--- src/rtl/kb_autotype_pkg.sv ---
// Shared types, matrix constants and key_code field helpers for the keystroke injector.
package kb_autotype_pkg;

    typedef enum logic [2:0] {
        IDLE,
        SHIFT_PRE,
        PRESS,
        RELEASE,
        PAUSE
    } state_t;

    localparam logic [3:0] SHIFT_ROW = 4'd2;
    localparam logic [2:0] SHIFT_COL = 3'd5;
    localparam logic [3:0] PAUSE_ROW = 4'd15;
    localparam logic [3:0] NUM_ROWS  = 4'd10;

    function automatic logic code_shift(input logic [7:0] code);
        return code[7];
    endfunction

    function automatic logic [3:0] code_row(input logic [7:0] code);
        return code[6:3];
    endfunction

    function automatic logic [2:0] code_col(input logic [7:0] code);
        return code[2:0];
    endfunction

    function automatic int max2(input int a, input int b);
        return (a > b) ? a : b;
    endfunction

endpackage

--- src/rtl/kb_code_fifo.sv ---
// Synchronous FIFO, first-word fall-through; push/pop take effect on the next clock edge.
// Pushes while full and pops while empty are ignored; flush empties it and overrides both.
module kb_code_fifo #(
    parameter int WIDTH = 8,
    parameter int DEPTH = 16
) (
    input  logic                     clk,
    input  logic                     rst,
    input  logic                     push,
    input  logic [WIDTH-1:0]         push_data,
    input  logic                     pop,
    input  logic                     flush,
    output logic [WIDTH-1:0]         pop_data,
    output logic                     full,
    output logic                     empty,
    output logic [$clog2(DEPTH):0]   count
);
    localparam int AW = $clog2(DEPTH);

    logic [WIDTH-1:0] mem [DEPTH];
    logic [AW-1:0]    wr_ptr;
    logic [AW-1:0]    rd_ptr;
    logic             do_push;
    logic             do_pop;

    assign full     = (count == (AW+1)'(DEPTH));
    assign empty    = (count == '0);
    assign do_push  = push & ~full & ~flush;
    assign do_pop   = pop & ~empty & ~flush;
    assign pop_data = mem[rd_ptr];

    always_ff @(posedge clk or posedge rst) begin
        if (rst) begin
            wr_ptr <= '0;
            rd_ptr <= '0;
            count  <= '0;
        end else if (flush) begin
            wr_ptr <= '0;
            rd_ptr <= '0;
            count  <= '0;
        end else begin
            if (do_push) wr_ptr <= wr_ptr + AW'(1);
            if (do_pop)  rd_ptr <= rd_ptr + AW'(1);
            case ({do_push, do_pop})
                2'b10:   count <= count + (AW+1)'(1);
                2'b01:   count <= count - (AW+1)'(1);
                default: count <= count;
            endcase
        end
    end

    always_ff @(posedge clk) begin
        if (do_push) mem[wr_ptr] <= push_data;
    end

endmodule

--- src/rtl/kb_autotype.sv ---
// Replays queued CPC matrix key codes as timed presses on an active-low column vector.
// A popped key is pressed from the next cycle; key_ready drops when the queue is full.
module kb_autotype
    import kb_autotype_pkg::*;
#(
    parameter int DEPTH         = 16,
    parameter int HOLD_CYCLES   = 1000000,
    parameter int GAP_CYCLES    = 1000000,
    parameter int SETTLE_CYCLES = 250000,
    parameter int PAUSE_CYCLES  = 16000000
) (
    input  logic       clk,
    input  logic       rst,
    input  logic       key_valid,
    input  logic [7:0] key_code,
    output logic       key_ready,
    input  logic       abort,
    input  logic [3:0] rowselect,
    output logic [7:0] inj_columns,
    output logic       busy,
    output logic       bad_code
);
    localparam int MAX_CYC = max2(max2(HOLD_CYCLES, GAP_CYCLES), max2(SETTLE_CYCLES, PAUSE_CYCLES));
    localparam int CW      = $clog2(MAX_CYC) + 1;

    state_t              state, state_nxt;
    logic [CW-1:0]       cnt, cnt_nxt;
    logic [3:0]          cur_row, cur_row_nxt;
    logic [2:0]          cur_col, cur_col_nxt;
    logic                cur_shift, cur_shift_nxt;
    logic                key_on, key_on_nxt;
    logic                shift_on, shift_on_nxt;
    logic                bad_nxt;

    logic [7:0]          fifo_dat;
    logic                fifo_full;
    logic                fifo_empty;
    logic [$clog2(DEPTH):0] fifo_count;
    logic                push;
    logic                pop;

    assign key_ready = ~fifo_full;
    assign push      = key_valid & key_ready;
    assign pop       = (state == IDLE) & ~fifo_empty & ~abort;
    assign busy      = (fifo_count != '0) | (state != IDLE);

    kb_code_fifo #(
        .WIDTH (8),
        .DEPTH (DEPTH)
    ) u_fifo (
        .clk       (clk),
        .rst       (rst),
        .push      (push),
        .push_data (key_code),
        .pop       (pop),
        .flush     (abort),
        .pop_data  (fifo_dat),
        .full      (fifo_full),
        .empty     (fifo_empty),
        .count     (fifo_count)
    );

    always_ff @(posedge clk or posedge rst) begin
        if (rst) begin
            state     <= IDLE;
            cnt       <= '0;
            cur_row   <= '0;
            cur_col   <= '0;
            cur_shift <= 1'b0;
            key_on    <= 1'b0;
            shift_on  <= 1'b0;
            bad_code  <= 1'b0;
        end else begin
            state     <= state_nxt;
            cnt       <= cnt_nxt;
            cur_row   <= cur_row_nxt;
            cur_col   <= cur_col_nxt;
            cur_shift <= cur_shift_nxt;
            key_on    <= key_on_nxt;
            shift_on  <= shift_on_nxt;
            bad_code  <= bad_nxt;
        end
    end

    always_comb begin
        state_nxt     = state;
        cnt_nxt       = cnt;
        cur_row_nxt   = cur_row;
        cur_col_nxt   = cur_col;
        cur_shift_nxt = cur_shift;
        key_on_nxt    = key_on;
        shift_on_nxt  = shift_on;
        bad_nxt       = 1'b0;

        if (abort) begin
            state_nxt    = IDLE;
            cnt_nxt      = '0;
            key_on_nxt   = 1'b0;
            shift_on_nxt = 1'b0;
        end else begin
            case (state)
                IDLE: begin
                    if (!fifo_empty) begin
                        if (code_row(fifo_dat) == PAUSE_ROW) begin
                            state_nxt = PAUSE;
                            cnt_nxt   = CW'(PAUSE_CYCLES - 1);
                        end else if (code_row(fifo_dat) >= NUM_ROWS) begin
                            bad_nxt = 1'b1;
                        end else begin
                            cur_row_nxt   = code_row(fifo_dat);
                            cur_col_nxt   = code_col(fifo_dat);
                            cur_shift_nxt = code_shift(fifo_dat);
                            if (code_shift(fifo_dat)) begin
                                state_nxt    = SHIFT_PRE;
                                shift_on_nxt = 1'b1;
                                cnt_nxt      = CW'(SETTLE_CYCLES - 1);
                            end else begin
                                state_nxt  = PRESS;
                                key_on_nxt = 1'b1;
                                cnt_nxt    = CW'(HOLD_CYCLES - 1);
                            end
                        end
                    end
                end
                SHIFT_PRE: begin
                    if (cnt == '0) begin
                        state_nxt  = PRESS;
                        key_on_nxt = 1'b1;
                        cnt_nxt    = CW'(HOLD_CYCLES - 1);
                    end else begin
                        cnt_nxt = cnt - CW'(1);
                    end
                end
                PRESS: begin
                    if (cnt == '0) begin
                        state_nxt    = RELEASE;
                        key_on_nxt   = 1'b0;
                        shift_on_nxt = 1'b0;
                        cnt_nxt      = CW'(GAP_CYCLES - 1);
                    end else begin
                        cnt_nxt = cnt - CW'(1);
                    end
                end
                RELEASE, PAUSE: begin
                    if (cnt == '0) state_nxt = IDLE;
                    else           cnt_nxt   = cnt - CW'(1);
                end
                default: state_nxt = IDLE;
            endcase
        end
    end

    // Rows 10-15 do not exist on the matrix, so nothing is ever driven there.
    always_comb begin
        inj_columns = 8'hFF;
        if (rowselect < NUM_ROWS) begin
            if (key_on && rowselect == cur_row)     inj_columns[cur_col]   = 1'b0;
            if (shift_on && rowselect == SHIFT_ROW) inj_columns[SHIFT_COL] = 1'b0;
        end
    end

endmodule
--- config.mk ---
export PLATFORM = sky130hd
export DESIGN_NAME = kb_autotype
export DESIGN_NICKNAME = d
export VERILOG_FILES = /design/src/rtl/kb_autotype_pkg.sv /design/src/rtl/kb_code_fifo.sv /design/src/rtl/kb_autotype.sv
export SDC_FILE = /design/constraint.sdc
export NUM_CORES = 1
export LEC_CHECK = 0
export ABC_CLOCK_PERIOD_IN_PS = 3000
export CAP_MARGIN = 25
export CORE_ASPECT_RATIO = 1.4
export CORE_UTILIZATION = 35
export DETAILED_ROUTE_END_ITERATION = 8
export GPL_TIMING_DRIVEN = 0
export PLACE_DENSITY = 0.6
export SLEW_MARGIN = 10
export SYNTH_ARGS = -nofsm -noshare
export SYNTH_HDL_FRONTEND = slang
export SYNTH_SLANG_ARGS = --single-unit
--- constraint.sdc ---
create_clock -name clk -period 3 [get_ports clk]
set_input_delay 0.75 -clock clk [delete_from_list [all_inputs] [get_ports clk]]
set_output_delay 0.75 -clock clk [all_outputs]
set_load 0.05 [all_outputs]
---- Word-level counts from Yosys, hierarchy flattened ----
Memories as Yosys holds them, arrays and structs flattened.
Index checks and enable logic that the tools add are counted.
storage, ports and cells
  register bits after elaboration ......... 51
  RAM bits ................................ 128
  input port bits ......................... 16
  memories ................................ 1
cells by class
  add/sub/neg operators ................... 5
  magnitude comparators ................... 4
  equality and inequality tests ........... 20
  mux-type cells .......................... 49
  bitwise logic cells ..................... 14
  reductions and logical operators ........ 21
memory list
  memory      depth  bits a word  read ports  clocked after Yosys merged registers in  write ports  line                RTL
  u_fifo.mem  16     8            1           0                                        1            kb_code_fifo.sv:20  logic [WIDTH-1:0] mem [DEPTH];
operators with widths
  cell                                                                  count
  25-bit 2-to-1 mux                                                     6
  25-bit one-hot mux with 3 select lines                                1
  3-bit != test, second input constant                                  9
  25-bit zero test                                                      1
  25-bit by 1-bit subtractor with 25-bit output, second input constant  1
  1-bit 2-to-1 mux                                                      21
  3-bit 2-to-1 mux                                                      7
  20-bit 2-to-1 mux                                                     1
  4-bit 2-to-1 mux                                                      4
  8-bit 2-to-1 mux                                                      2
  3-bit one-hot mux with 4 select lines                                 1
  5-bit one-hot mux with 2 select lines                                 1
  5-bit AND reduction                                                   2
  3-bit nonzero test                                                    3
  4-bit by 1-bit adder with 4-bit output, second input constant         2
  8-bit inverter                                                        1
  4-bit nonzero test                                                    2
  1-bit AND                                                             7
  7-bit AND reduction                                                   1
  3-bit by 2-bit == test with 1-bit output, second input constant       2
  6-bit AND reduction                                                   1
  5-bit by 1-bit adder with 5-bit output, second input constant         1
  5-bit == test, second input constant                                  1
  5-bit zero test                                                       1
  26 further kinds                                                      34

---- Depth between registers and ports, before layout ----
Gate-level depths: netlist of run 1.
  word-level depth ........................ 9
  gate-level depth with buffers ........... 12
  mapped depth without buffers ............ 10

---- Modules after synthesis ----
From an unflattened synthesis of run 1, not the netlist that was laid out.
second synthesis, totals
  cells, all modules ...................... 583
  area, all modules ....................... 8358.0 um^2
modules (own cells, without submodules)
  module        instances  cells each  area an instance (um^2)  seq. area each (um^2)
  kb_code_fifo  1          300         5879.4                   4169.0
  kb_autotype   1          283         2478.6                   950.9

---- Worst setup path after synthesis of run 1 ----
No wires, ideal clock.
  path kind ............................... register to register
  from .................................... register u_fifo.count[1]
  to ...................................... register u_fifo.count[4]
  library setup time ...................... 0.083 ns
  data arrival time ....................... 2.964 ns
  required time ........................... 2.917 ns
  setup slack ............................. -0.046 ns
  stages on the path, launching flop included .. 13
  buffers on the path ..................... 2
  clock period less this slack ............ 3.046 ns
  cell sequence ........................... dfrtp_1 buf_2 or4_1 o211ai_1 or2_2 buf_2 xnor2_1 ha_1 o31ai_1 a21oi_1 nor2_1 mux4_2 o21ai_0
on the way
  word-level cells in the longest chain between the ends .. 9
  elaborated cells on any way between the ends .. 18
  classes of those cells .................. add/sub (2); eq/ne (3); mux (2); bitwise (9); reduce/logical (2)
ends and longest elaborated chain
  what                                                                       line                RTL
  start: declaration                                                         kb_code_fifo.sv:16  output logic [$clog2(DEPTH):0] count
  start signal: assignment                                                   kb_code_fifo.sv:45  2'b10: count <= count + (AW+1)'(1);
  start signal: assignment                                                   kb_code_fifo.sv:46  2'b01: count <= count - (AW+1)'(1);
  start signal: assignment                                                   kb_code_fifo.sv:47  default: count <= count;
  5-bit zero test                                                            kb_code_fifo.sv:27  assign empty = (count == '0);
  1-bit inverter (no line)                                                   -
  1-bit AND (2 in series)                                                    kb_autotype.sv:44   assign pop = (state == IDLE) & ~fifo_empty & ~abort;
  1-bit AND (2 in series)                                                    kb_code_fifo.sv:29  assign do_pop = pop & ~empty & ~flush;
  2-bit by 1-bit == test with 1-bit output or 2-bit == test (tied branches)  kb_code_fifo.sv:44  case ({do_push, do_pop})
  5-bit one-hot mux with 2 select lines                                      kb_code_fifo.sv:44
  5-bit 2-to-1 mux                                                           kb_code_fifo.sv:37  end else if (flush) begin
Parallel ways exist; a longest one is shown, timed or not.
A chain may end at the register's enable or synchronous reset.

---- Worst setup path in the final report of run 1 ----
Same ends and word-level chain as after synthesis.

==> results of run 1 <==
-- final timing paths --
kind / from / slack (ps) / end / cells past startpoint
max: u_fifo.count[1] / 3 / u_fifo.count[4] / 10
min: cnt[13] / 510 / cnt[13] / 2
max reg2reg: u_fifo.count[1] / 3 / u_fifo.count[4] / 10
min reg2reg: cnt[13] / 510 / cnt[13] / 2
max in group asynchronous: rst / 1760 / cnt[2] / 3
min in group asynchronous: rst / 700 / u_fifo.count[1] / 2
-- report_power, final --
part | switching [mW] | total [mW] | internal [mW]
clock network | 1.08 | 2.29 | 1.21
logic | 1.52 | 2.70 | 1.18
registers | 0.278 | 3.19 | 2.91
total | 2.88 | 8.18 | 5.30
-- cells by family (layout without fill, tap and decap cells) --
family / count (synthesis) / after routing / share of synthesized area (%)
flops: 179 / 179 / 62.5
simple gates: 169 / 169 / 10.0
compound gates: 132 / 132 / 10.9
buf+inv: 49 / 121 / 3.06
mux: 44 / 44 / 11.0
xor+xnor: 12 / 12 / 1.28
fa+ha+maj: 8 / 8 / 1.22
-- cell usage after synthesis, types with 6 or more instances --
| master | n |
|---|---|
| mux4_2 | 36 |
| a21oi_1 | 30 |
| edfxtp_1 | 128 |
| a22oi_1 | 10 |
| a31oi_1 | 14 |
| dfrtp_1 | 51 |
| xnor2_1 | 9 |
| o21ai_0 | 32 |
| buf_2 | 8 |
| buf_6 | 6 |
| inv_1 | 20 |
| nor2_1 | 56 |
| nand2_1 | 46 |
| clkbuf_1 | 12 |
| ha_1 | 8 |
| nor3_1 | 17 |
| o21a_1 | 6 |
| mux2_2 | 6 |
-- stage by stage --
step | setup TNS, ps | util (%) | total power [mW] | hold slack, ps | setup slack, ps
detailed placement | -66740 | 39.0 | 5.72 | 495 | -766
CTS | 0 | 42.0 | 8.04 | 514 | 2.80
global route | -290 | 42.7 | 8.61 | 529 | -97.4
global placement | -79490 | 38.8 | 5.64 | 478 | -906
floorplan | 0 | - | 5.07 | 461 | 6.66
finish | 0 | 42.7 | 8.18 | 505 | 2.72
-- placed cells by master, fill, tap and decap left out, drive strengths merged, types with 3 or more instances in the layout --
master	count
nor4	6
dfrtp	51
or4	3
a21oi	30
clkbuf	30
ha	8
clkdlybuf4s50	12
o32ai	3
dlygate4sd2	4
mux2	7
o21a	6
nand2	46
o22ai	3
or3	4
nand2b	4
edfxtp	128
nor2b	5
o22a	4
buf	38
nor3	18
clkinv	4
nor2	57
inv	28
nand4	5
or2	4
o21ai	36
a31oi	14
nand3	5
o31ai	4
xor2	3
a22oi	10
mux4	36
xnor2	9
-- what timing repair did --
item / in CTS / in global routing
setup endpoints to repair: 122 / 88
pin swaps: 10 / 9
gates resized for setup: 62 / 37
setup buffers: 7 / 8
-- critical path: stages, from the launching register on --
cell	delay, ps
dfrtp_2	430
or4_4	560
o211ai_1	310
or2_4	230
xnor2_2	70
ha_2	190
o31ai_2	210
a21oi_1	70
nor2_1	160
mux4_2	540
o21ai_2	150
-- area by class of cell --
cell class,instances,area [um2],share of cell area [%]
plain buffers,27,181,1.86
clock buffers,18,429,4.41
repair buffers,42,374,3.84
well taps,301,377,3.87
inverters,20,75.1,0.771
clock inverters,14,185,1.90
flip-flops and latches,179,5120,52.6
multi-input cells,365,2990,30.7
-- flip-flops by register name (all words and copies together) (netlist names) --
signal	cells
bad_code	1
cnt	25
cur_col	3
cur_row	4
key_on	1
shift_on	1
state	3
u_fifo.count	5
u_fifo.mem	128
u_fifo.rd_ptr	4
u_fifo.wr_ptr	4
-- per-layer routing --
metal | global-route usage [%] | wire, um | vias up
met4 | 4.99 | 303 | 0
met1 | 18.3 | 7300 | 2642
met3 | 2.21 | 506 | 25
met5 | 0 | 0 | -
met2 | 29.8 | 10300 | 98
li1 | - | - | 2398
==> impl_metrics.toml, run 1 <==
[yosys]
yosys_warnings = 0
yosysTopAreaCellShare_pct = 47.0
synthCells = 593
synth_top_area_cell = "edfxtp_1"
ys_async_sr_fraction_pct = 28.5
yosysUniqueCellTypes = 67
syn_nets = 617
synth_top_cells_by_area = "edfxtp_1, dfrtp_1, mux4_2"
synthFlopType = "edfxtp_1"
ys_seq_area_share_pct = 62.5
synth-seq-cells = 179
synth_area_mm2 = 0.00819
synth_edf_count = 128
avgSynthCellArea_um2 = 13.8

[cells_and_area]
nets = 676
synthToLayoutAreaGrowth_pct = 18.9
final_cells = 966
drive_gt1_share_pct = 25.4
fill_cells = 2083
fin_area_mm2 = 0.00973
antenna_cells = 0

[clocking]
numCtsBuffers = 17
htreeDepth = 4
cts_hold_repair.buffers = 0
clockBufferDepth = 2
insertion_delay_ps = 430
cts_num_sinks = 179
cts_tree = "yes"
cts_root_buf = "clkbuf_16"
clkTransAtPathRegs_ps = 80

[floorplanning]
coreArea_mm2 = 0.0228
die_area_mm2 = 0.0240
io_pins = 27
start_util_pct = 35.9
die_w_um = 131
die_y_um = 183
rows = 65

[routing]
drcViolationCount = 0
initialDrtViolationCount = 428
routedWlPerCell_um = 19.0
ant_nets = 0
routed_wl_um = 18400
vias_per_cell = 5.34
vias = 5163
firstDrtPassIters = 5

[placement]
port_buffers = 26
gp_congestion = 0.890
placed_cell_area_mm2 = 0.00888
dp_cells = 921
hpwl_um = 12900

[sta]
period_minus_slack_ps = 3000
rsz0062_at_grt = "true"
maxSlewViolCount = 0
hold_viol_final = 0
post-route-period-util_pct = 99.9
fmax_mhz = 334
setup_viol = 0
slew_headroom_pct = 41.8
finClkSkew_ps = 9.07
tightest_slew_ps = 870

[global_route]
grt_max_degree = 32
grt_remaining_overflow = 0
grt_pass1_wl_um = 29200
antenna_found_initial = 0
grtUsageTotal_pct = 15.8
grt_pass1_vias = 5302

[critical_path]
cp.required_ps = 3340
critPathKind = "reg -> reg"
path_max_fanout = 5
critical_path_arrival_ps = 3340
cp-start-kind = "flop"
critPathCaptureType = "flop"

[power_and_ir_drop]
p_leak_nw = 3.34
power_density_mw_per_mm2 = 840
ir_drop_v = 0.000442

[hold_path]
hold_path.class = "reg -> reg"

[run_status]
status = "complete, no violations"

[job]
max_cap_viol_count = 0
(Power assumes the default switching activity.)
==> inputs of run 2 (changes only) <==
CORE_ASPECT_RATIO = 0.8   (was 1.4)
==> run 2 against run 1 <==
Against the previous run: the flow now finishes with violations (negative setup slack); clock skew increased by 6.8 ps; via count increased by 3.2%; power about the same; wire length increased by 0.36%; clock power about the same; die area about the same; sequential power about the same; cell area increased by 0.95%; critical endpoint is now u_fifo.mem[0][2].
==> impl_metrics.toml, run 2 (synthesis results as in run 1) <==
[power_and_ir_drop]
fin_total_pwr_mw = 8.18
power_density_mw_per_mm2 = 833
p_leak_nw = 3.34
ir_drop_v = 0.000487

[sta]
tightest_slew_ps = 859
slew_headroom_pct = 42.4
setup_viol = 24
finClkSkew_ps = 15.9
setup_slack_ps = -54.3
hold_viol_final = 0
post-route-period-util_pct = 102
period_minus_slack_ps = 3050
maxSlewViolCount = 0
fmax_mhz = 327
rsz0062_at_grt = "true"

[floorplanning]
io_pins = 27
start_util_pct = 36.1
rows = 49
die_w_um = 173
die_area_mm2 = 0.0240
coreArea_mm2 = 0.0227
die_y_um = 139

[clocking]
cts_hold_repair.buffers = 0
insertion_delay_ps = 440
clockBufferDepth = 2
cts_tree = "yes"
cts_num_sinks = 179
htreeDepth = 4
cts_root_buf = "clkbuf_16"
clkTransAtPathRegs_ps = 70
numCtsBuffers = 17

[run_status]
violations = "negative setup slack"
status = "complete, but fails checks"

[routing]
vias = 5330
initialDrtViolationCount = 533
firstDrtPassIters = 7
ant_nets = 0
vias_per_cell = 5.49
routedWlPerCell_um = 19.0
routed_wl_um = 18400
drcViolationCount = 0

[cells_and_area]
largest_reg_flops = 128
final_cell_mix = "edfxtp_1, dfrtp_1, nor2_1"
synthToLayoutAreaGrowth_pct = 20.0
regMostFlops = "u_fifo.mem"
antenna_cells = 0
fill_cells = 2022
drive_gt1_share_pct = 26.0
nets = 676
fin_area_mm2 = 0.00982
reg_top3 = "u_fifo.mem x128, cnt x25, u_fifo.count x5"
final_common_cell = "edfxtp_1"

[placement]
placed_cell_area_mm2 = 0.00888
hpwl_um = 12700
gp_congestion = 0.822
port_buffers = 26

[global_route]
antenna_found_initial = 0
grt_pass1_wl_um = 29300
grt_remaining_overflow = 0
grtUsageTotal_pct = 16.0
grt_pass1_vias = 5222
grt_max_degree = 30

[hold_path]
hold_path.class = "reg -> reg"

[critical_path]
cp-start-kind = "input pin"
critPathCaptureType = "flop"
critPathKind = "in -> reg"
cp.required_ps = 3060
path_max_fanout = 10
critical_path_arrival_ps = 3110

[job]
max_cap_viol_count = 0
run 2: cell count changes in the layout (fill, tap and decap cells not counted), moves of 3 or more:
cell	change
nor2_4	+7
nor2_2	-5
buf_12	+3
buf_4	-3
buf_6	-3
clkbuf_4	+3
run 2: through the flow:
step	setup slack [ps]	setup TNS [ps]	cells	util [%]	hold slack (ps)
floorplan	6.66	0	593	-	461
global placement	-907	-77000	925	39.0	489
detailed placement	-678	-65160	926	39.2	504
CTS	-44.6	-377	964	42.3	519
global route	-206	-5670	971	43.3	537
finish	-54.3	-777	971	43.3	516
run 2: final timing paths:
| path | cells past startpoint | slack [ps] | start | end |
|---|---|---|---|---|
| min reg2reg | 1 | 520 | shift_on | shift_on |
| max reg2reg | 12 | 30 | u_fifo.count[1] | u_fifo.count[4] |
| max | 6 | -50 | abort | u_fifo.mem[0][2] |
| min | 1 | 520 | shift_on | shift_on |
| max in group asynchronous | 3 | 1760 | rst | u_fifo.count[0] |
| min in group asynchronous | 2 | 680 | rst | cnt[22] |
run 2: power by group:
part | switching, mW | total, mW | internal, mW
clock network | 1.12 | 2.26 | 1.15
logic | 1.54 | 2.72 | 1.18
registers | 0.285 | 3.20 | 2.91
run 2: timing repair:
item | in CTS | in global routing
resized for setup | 68 | 39
buffers inserted | 6 | 8
endpoints found under the setup margin | 71 | 128
pin swaps | 8 | 13
run 2: worst max-delay path: stages:
cell             delay (ps)
clkdlybuf4s50_1         480
clkbuf_1                290
clkbuf_1                330
nor2_1                  380
nand2_1                 190
nor3_2                  680
run 2: cell type report:
| cell class | instances | area [um2] | area share (%) |
|---|---|---|---|
| flip-flops and latches | 179 | 5120 | 52.2 |
| repair buffers | 41 | 397 | 4.04 |
| well taps | 306 | 383 | 3.90 |
| clock inverters | 15 | 190 | 1.94 |
| inverters | 20 | 75.1 | 0.764 |
| multi-input cells | 365 | 3030 | 30.9 |
| clock buffers | 17 | 425 | 4.33 |
| plain buffers | 28 | 199 | 2.02 |
run 2: metal layers:
metal / track usage (%) / vias up / wire, um / part of all wire, %
met3: 3.59 / 20 / 1120 / 6.1
met1: 23.3 / 2716 / 8670 / 47
met2: 23.8 / 177 / 8430 / 46
met4: 4.80 / 0 / 217 / 1.2
li1: - / 2417 / - / -
met5: 0 / - / 0 / 0
